<file path="src/rtl/legv8_mem_pkg.sv">
// rtl/legv8_mem_pkg.sv - shared encodings, state enum and size helper for the LEGv8 memory port
package legv8_mem_pkg;

  localparam logic [1:0] SZ_BYTE   = 2'b00;
  localparam logic [1:0] SZ_HALF   = 2'b01;
  localparam logic [1:0] SZ_WORD   = 2'b10;
  localparam logic [1:0] SZ_DOUBLE = 2'b11;

  localparam logic [1:0] FLT_NONE    = 2'b00;
  localparam logic [1:0] FLT_ALIGN   = 2'b01;
  localparam logic [1:0] FLT_TIMEOUT = 2'b10;

  typedef enum logic [1:0] {
    ST_IDLE   = 2'b00,
    ST_ACCESS = 2'b01,
    ST_RESP   = 2'b10
  } state_t;

  // Number of bytes moved by an access of the given size encoding.
  function automatic logic [3:0] size_bytes(input logic [1:0] sz);
    return 4'd1 << sz;
  endfunction

endpackage

</file>
<file path="src/rtl/legv8_lane_align.sv">
// rtl/legv8_lane_align.sv - combinational byte-lane steering for stores and extract/extend for loads
module legv8_lane_align #(
  parameter int DATA_WIDTH = 64,
  localparam int BE_W      = DATA_WIDTH / 8,
  localparam int OFF_W     = $clog2(BE_W)
) (
  input  logic [1:0]            i_size,
  input  logic                  i_signed,
  input  logic [OFF_W-1:0]      i_off,
  input  logic [DATA_WIDTH-1:0] i_wdata,
  input  logic [DATA_WIDTH-1:0] i_rdata,
  output logic [BE_W-1:0]       o_be,
  output logic [DATA_WIDTH-1:0] o_wdata,
  output logic [DATA_WIDTH-1:0] o_rdata
);
  import legv8_mem_pkg::*;

  logic [DATA_WIDTH-1:0] w_shift;
  logic                  w_msb;
  logic                  w_fill;
  int                    w_nbytes;

  assign o_wdata = i_wdata << {i_off, 3'b000};

  // Byte enables cover the accessed bytes starting at the lane offset; load data is
  // shifted down, truncated to the access size and extended with the sign or zero.
  always_comb begin
    w_nbytes = int'(size_bytes(i_size));
    w_shift  = i_rdata >> {i_off, 3'b000};
    o_be     = '0;
    for (int b = 0; b < BE_W; b++) begin
      o_be[b] = (b >= int'(i_off)) && (b < int'(i_off) + w_nbytes);
    end
    case (i_size)
      SZ_BYTE: w_msb = w_shift[7];
      SZ_HALF: w_msb = w_shift[15];
      SZ_WORD: w_msb = w_shift[31];
      default: w_msb = w_shift[DATA_WIDTH-1];
    endcase
    w_fill  = i_signed & w_msb;
    o_rdata = '0;
    for (int i = 0; i < DATA_WIDTH; i++) begin
      o_rdata[i] = (i < 8 * w_nbytes) ? w_shift[i] : w_fill;
    end
    if (i_size == SZ_DOUBLE) begin
      o_rdata = i_rdata;
    end
  end

endmodule

</file>
<file path="src/rtl/legv8_mem_port.sv">
// rtl/legv8_mem_port.sv - LEGv8 load/store port with request/response handshake; stats via LEGV8_MEM_PORT_STATS_EN
module legv8_mem_port #(
  parameter int DATA_WIDTH     = 64,
  parameter int ADDR_WIDTH     = 32,
  parameter int TIMEOUT_CYCLES = 16
) (
  input  logic                    clock,
  input  logic                    reset,
  input  logic                    req_valid,
  output logic                    req_ready,
  input  logic                    req_write,
  input  logic [1:0]              req_size,
  input  logic                    req_signed,
  input  logic [ADDR_WIDTH-1:0]   req_addr,
  input  logic [DATA_WIDTH-1:0]   req_wdata,
  output logic                    rsp_valid,
  output logic [DATA_WIDTH-1:0]   rsp_rdata,
  output logic [1:0]              rsp_fault,
  output logic                    mem_valid,
  input  logic                    mem_ready,
  output logic                    mem_write,
  output logic [ADDR_WIDTH-1:0]   mem_addr,
  output logic [DATA_WIDTH/8-1:0] mem_be,
  output logic [DATA_WIDTH-1:0]   mem_wdata,
`ifdef LEGV8_MEM_PORT_STATS_EN
  output logic [31:0]             stat_loads,
  output logic [31:0]             stat_stores,
  output logic [31:0]             stat_faults,
`endif
  input  logic [DATA_WIDTH-1:0]   mem_rdata
);
  import legv8_mem_pkg::*;

  localparam int BE_W  = DATA_WIDTH / 8;
  localparam int OFF_W = $clog2(BE_W);
  localparam int CNT_W = (TIMEOUT_CYCLES < 2) ? 1 : $clog2(TIMEOUT_CYCLES + 1);
  localparam logic [CNT_W-1:0] CNT_LAST = CNT_W'(TIMEOUT_CYCLES - 1);

  state_t                r_state;
  state_t                w_next;
  logic                  r_write;
  logic                  r_signed;
  logic [1:0]            r_size;
  logic [1:0]            r_fault;
  logic [ADDR_WIDTH-1:0] r_addr;
  logic [DATA_WIDTH-1:0] r_wdata;
  logic [DATA_WIDTH-1:0] r_rdata;
  logic [CNT_W-1:0]      r_cnt;

  logic                  w_legal;
  logic                  w_access;
  logic [BE_W-1:0]       w_be;
  logic [DATA_WIDTH-1:0] w_wdata;
  logic [DATA_WIDTH-1:0] w_rdata;

  assign w_access = (r_state == ST_ACCESS);

  // A request is legal when the size fits the bus and the address is naturally aligned.
  always_comb begin
    w_legal = 1'b0;
    case (req_size)
      SZ_BYTE: w_legal = 1'b1;
      SZ_HALF: w_legal = (req_addr[0] == 1'b0);
      SZ_WORD: w_legal = (req_addr[1:0] == 2'b00);
      default: w_legal = (DATA_WIDTH == 64) && (req_addr[2:0] == 3'b000);
    endcase
  end

  // State register.
  always_ff @(posedge clock) begin
    if (!reset) r_state <= ST_IDLE;
    else        r_state <= w_next;
  end

  // Next state: illegal requests skip the memory cycle; mem_ready beats the timeout.
  always_comb begin
    w_next = r_state;
    case (r_state)
      ST_IDLE:   if (req_valid) w_next = w_legal ? ST_ACCESS : ST_RESP;
      ST_ACCESS: if (mem_ready || (r_cnt == CNT_LAST)) w_next = ST_RESP;
      ST_RESP:   w_next = ST_IDLE;
      default:   w_next = ST_IDLE;
    endcase
  end

  // Capture the request, count wait cycles and latch the response.
  always_ff @(posedge clock) begin
    if (!reset) begin
      r_write  <= 1'b0;
      r_signed <= 1'b0;
      r_size   <= SZ_BYTE;
      r_fault  <= FLT_NONE;
      r_addr   <= '0;
      r_wdata  <= '0;
      r_rdata  <= '0;
      r_cnt    <= '0;
    end else begin
      case (r_state)
        ST_IDLE: if (req_valid) begin
          r_write  <= req_write;
          r_signed <= req_signed;
          r_size   <= req_size;
          r_addr   <= req_addr;
          r_wdata  <= req_wdata;
          r_rdata  <= '0;
          r_cnt    <= '0;
          r_fault  <= w_legal ? FLT_NONE : FLT_ALIGN;
        end
        ST_ACCESS: begin
          if (mem_ready) begin
            r_fault <= FLT_NONE;
            r_rdata <= r_write ? '0 : w_rdata;
            r_cnt   <= '0;
          end else if (r_cnt == CNT_LAST) begin
            r_fault <= FLT_TIMEOUT;
            r_cnt   <= '0;
          end else begin
            r_cnt <= r_cnt + CNT_W'(1);
          end
        end
        default: ;
      endcase
    end
  end

  legv8_lane_align #(.DATA_WIDTH(DATA_WIDTH)) u_lane (
    .i_size   (r_size),
    .i_signed (r_signed),
    .i_off    (r_addr[OFF_W-1:0]),
    .i_wdata  (r_wdata),
    .i_rdata  (mem_rdata),
    .o_be     (w_be),
    .o_wdata  (w_wdata),
    .o_rdata  (w_rdata)
  );

  assign req_ready = (r_state == ST_IDLE);
  assign mem_valid = w_access;
  assign mem_write = w_access & r_write;
  assign mem_addr  = w_access ? {r_addr[ADDR_WIDTH-1:OFF_W], {OFF_W{1'b0}}} : '0;
  assign mem_be    = w_access ? w_be : '0;
  assign mem_wdata = w_access ? w_wdata : '0;
  assign rsp_valid = (r_state == ST_RESP);
  assign rsp_rdata = rsp_valid ? r_rdata : '0;
  assign rsp_fault = rsp_valid ? r_fault : FLT_NONE;

`ifdef LEGV8_MEM_PORT_STATS_EN
  logic [31:0] r_stat_loads;
  logic [31:0] r_stat_stores;
  logic [31:0] r_stat_faults;

  // Saturating counters of completed loads, stores and faulted requests.
  always_ff @(posedge clock) begin
    if (!reset) begin
      r_stat_loads  <= '0;
      r_stat_stores <= '0;
      r_stat_faults <= '0;
    end else if (r_state == ST_RESP) begin
      if (r_fault != FLT_NONE) begin
        if (r_stat_faults != '1) r_stat_faults <= r_stat_faults + 32'd1;
      end else if (r_write) begin
        if (r_stat_stores != '1) r_stat_stores <= r_stat_stores + 32'd1;
      end else begin
        if (r_stat_loads != '1) r_stat_loads <= r_stat_loads + 32'd1;
      end
    end
  end

  assign stat_loads  = r_stat_loads;
  assign stat_stores = r_stat_stores;
  assign stat_faults = r_stat_faults;
`endif

endmodule

</file>
<file path="config.mk">
export PLATFORM = sky130hd
export DESIGN_NAME = legv8_mem_port
export DESIGN_NICKNAME = d
export VERILOG_FILES = /design/src/rtl/legv8_mem_pkg.sv /design/src/rtl/legv8_lane_align.sv /design/src/rtl/legv8_mem_port.sv
export SDC_FILE = /design/constraint.sdc
export NUM_CORES = 1
export LEC_CHECK = 0
export CAP_MARGIN = 15
export CORE_UTILIZATION = 52
export CTS_CLUSTER_SIZE = 10
export DETAILED_ROUTE_END_ITERATION = 8
export GPL_TIMING_DRIVEN = 0
export PLACE_DENSITY = 0.95
export SETUP_SLACK_MARGIN = 0.3
export SLEW_MARGIN = 30
export SYNTH_ARGS = -nofsm -noshare
export SYNTH_HDL_FRONTEND = slang
export SYNTH_SLANG_ARGS = --single-unit
</file>
<file path="constraint.sdc">
create_clock -name clock -period 9.2 [get_ports clock]
set_clock_uncertainty 0.2 [all_clocks]
set_input_delay 0.92 -clock clock [delete_from_list [all_inputs] [get_ports clock]]
set_output_delay 0.92 -clock clock [all_outputs]
set_load 0.03 [all_outputs]
</file>
==> impl_metrics.env <==
export IMPL_netlist_area_mm2=0.01101
export IMPL_synth_area_leaders="dfxtp_1 31%, nand2_1 11%, mux2i_1 8.7%"
export IMPL_ys_seq_area_share_pct=31.47
export IMPL_final_setup_viol_count=0
export IMPL_grt_max_degree=19
export IMPL_path_max_fanout=10
export IMPL_cp_start_kind="flip-flop"
export IMPL_fmax_mhz=169.5
export IMPL_die_area_mm2=0.02175
export IMPL_netlist_instances=1402
export IMPL_wl_mm=49.26
export IMPL_core_mm2=0.02049
export IMPL_drtIter0Drc=1441
export IMPL_final_nets=1933
export IMPL_peakVddDrop_mv=0.1422
export IMPL_routedLengthMet1_mm=17.32
export IMPL_ys_seq_elements=173
export IMPL_overflow=0
export IMPL_initial_utilization_pct=53.71
export IMPL_fin_setup_tns_ns=0
export IMPL_gp_congestion=1.069
export IMPL_min_path_type="reg -> reg"
export IMPL_p_per_area_mw_per_mm2=138.8
export IMPL_async_flop_share_pct=0
export IMPL_post_cts_resized=0
export IMPL_place_hpwl_mm=37.29
export IMPL_post_cts_buffers=0
export IMPL_clkSinkCount=173
export IMPL_numPortBuffers=338
export IMPL_cp_required_ns=8.08
export IMPL_synth_xor_area_share_pct=0.2387
export IMPL_cts_tree="yes"
export IMPL_finish_instance_area_mm2=0.01536
export IMPL_dr_total_vias=12931
export IMPL_drtAntennaViolNets=0
export IMPL_status="finished, final reports clean"
export IMPL_dr_pass1_iters=6
export IMPL_final_max_slew_violation_count=0
export IMPL_drt_drc_violations_left=0
export IMPL_drv_cap=0
export IMPL_numCtsBuffers=17
export IMPL_netlist_top_cells_count="310 x nand2_1, 173 x dfxtp_1, 146 x a21oi_1"
export IMPL_synth_top_cell_area_share_pct=31.47
export IMPL_grt_pass1_vias=12532
export IMPL_yosys_warnings=0
export IMPL_grt_first_pass_wirelength_mm=73.69
export IMPL_post_drt_wl_per_cell_um=24.09
export IMPL_rsz0062_at_grt="no"
export IMPL_highest_layer="met4"
export IMPL_yosysUniqueCellTypes=56
export IMPL_synth_fa_ha_area_share_pct=0.4547
export IMPL_min_period_ns=5.900
export IMPL_critPathKind="reg -> out"
export IMPL_area_growth_pct=39.59
export IMPL_rows=52
export IMPL_cts_hold_buf=0
export IMPL_met3_length_mm=6.490
export IMPL_wl_met2_mm=22.15
export IMPL_finalCritPeriodShare_pct=64.13
export IMPL_synth_edff_count=0
export IMPL_finalPower_mw=2.133
export IMPL_die_h_um=147.5
export IMPL_cts_root_buffer="clkbuf_16"
export IMPL_ios=342
export IMPL_grt_usage_pct=45.09
export IMPL_routed_via_density=6.323
export IMPL_muxShareOfSynthArea_pct=17.36
export IMPL_synth_compound_gate_area_share_pct=20.21
export IMPL_clk_latency_ns=0.45
export IMPL_synth_top_cell_by_area="dfxtp_1"
export IMPL_cts_buffer_depth=2
export IMPL_synth_top_family_by_area="simple AND/OR/NAND/NOR gates"
export IMPL_cp_arrival_ns=4.78
export IMPL_placed_area_mm2=0.01474
export IMPL_synthFlopType="dfxtp_1"
export IMPL_holdWs_ns=0.2469
export IMPL_synth_area_per_cell_um2=7.851
export IMPL_endpoint_kind="output pin"
export IMPL_hold_viol=0
export IMPL_layout_drive_gt1_share_pct=8.681
export IMPL_cts_clk_slew_worst_paths_ns=0.08
export IMPL_relSlewSlack_pct=37.04
export IMPL_synth_most_common_cell="nand2_1"
export IMPL_synth_simple_gate_area_share_pct=24.21
export IMPL_max_slew_worst_pin_slew_ns=0.9443
export IMPL_p_leak_nw=5.583
export IMPL_die_x_um=147.5
export IMPL_htreeDepth=4
export IMPL_antenna_found_initial=2
-- registers in the layout (all words and copies together), names as in the netlist --
| name | cells |
|---|---|
| r_rdata | 64 |
| r_wdata | 64 |
| r_addr | 32 |
| r_cnt | 5 |
| r_fault | 2 |
| r_size | 2 |
| r_state | 2 |
| r_signed | 1 |
| r_write | 1 |
-- area by class of cell --
type                    instances  area, µm²
diodes                          1      2.502
fillers                      1527       5130
clock inverters                15      201.4
plain buffers                 128      606.8
multi-input cells            1088       6888
clock buffers                  17      425.4
well taps                     270      337.8
inverters                      15      56.30
repair buffers                338       3383
flip-flops and latches        173       3463
-- power breakdown --
part           switching (mW)  internal [mW]
logic                   0.314          0.211
clock network           0.369          0.417
registers              0.0386          0.782
total                   0.722           1.41
-- worst max-delay path, stage by stage (launching register included) --
cell and delay (ns):
dfxtp_1 0.41, buf_4 0.20, buf_6 0.16, buf_2 0.35
inv_1 0.26, buf_2 0.30, xnor2_1 0.19, ha_1 0.25
o211ai_1 0.17, nand2_1 0.07, a221oi_1 0.82, a31oi_1 0.44
clkdlybuf4s50_1 0.72
-- metrics by stage --
step | instances | util (%) | setup WS [ns]
final | 2045 | 74.97 | 3.300
after CTS | 2044 | 74.96 | 3.438
after detailed placement | 2012 | 71.90 | 3.945
after floorplan | 1404 | - | 5.205
after global placement | 2012 | 71.90 | 3.990
after global routing | 2044 | 74.96 | 3.165
-- cell usage in the layout, fill, tap and decap left out, types with 4 or more instances in the layout --
cell type | Yosys | final
a32oi_1 | 5 | 5
clkdlybuf4s50_1 | 0 | 338
o22ai_1 | 13 | 13
nor3_1 | 5 | 5
nor2b_1 | 17 | 17
clkbuf_16 | 0 | 17
a21oi_1 | 146 | 146
inv_8 | 0 | 4
o211ai_1 | 6 | 6
mux2i_1 | 96 | 96
nand3b_1 | 15 | 15
o21ai_2 | 30 | 30
ha_1 | 4 | 4
and3_1 | 22 | 22
buf_4 | 13 | 13
a31oi_1 | 10 | 10
a221oi_1 | 4 | 4
clkbuf_1 | 87 | 87
mux2_2 | 8 | 8
buf_2 | 20 | 20
nand2b_1 | 4 | 4
nor4_1 | 4 | 4
buf_6 | 7 | 7
a22oi_1 | 15 | 15
mux4_2 | 37 | 37
nand3_1 | 23 | 23
inv_1 | 14 | 14
a22o_1 | 6 | 6
o221ai_1 | 12 | 12
o2bb2ai_1 | 4 | 4
o21ai_0 | 80 | 80
and2_1 | 110 | 110
nand2_1 | 310 | 310
nor2_1 | 64 | 64
dfxtp_1 | 173 | 173
o21a_1 | 6 | 6
-- final timing paths --
kind	from	end	slack (ns)	cells past startpoint
setup / recovery	r_addr[1]	mem_be[1]	3.30	12
hold / removal	r_cnt[4]	r_cnt[4]	0.25	2
setup reg to reg	r_addr[1]	r_rdata[2]	6.25	7
hold reg to reg	r_cnt[4]	r_cnt[4]	0.25	2
-- per-layer routing --
metal / global-route usage [%] / vias to the layer above
met2: 72.15 / 1069
met3: 13.55 / 228
li1: - / 5619
met1: 53.26 / 6015
met4: 27.27 / 0
met5: 0 / -
-- kinds of logic after synthesis --
logic type | after synthesis
buf+inv | 143
compound gates | 358
fa+ha+maj | 4
simple gates | 577
flops | 173
other cells | 1
mux | 143
xor+xnor | 3
(Power assumes the default switching activity.)
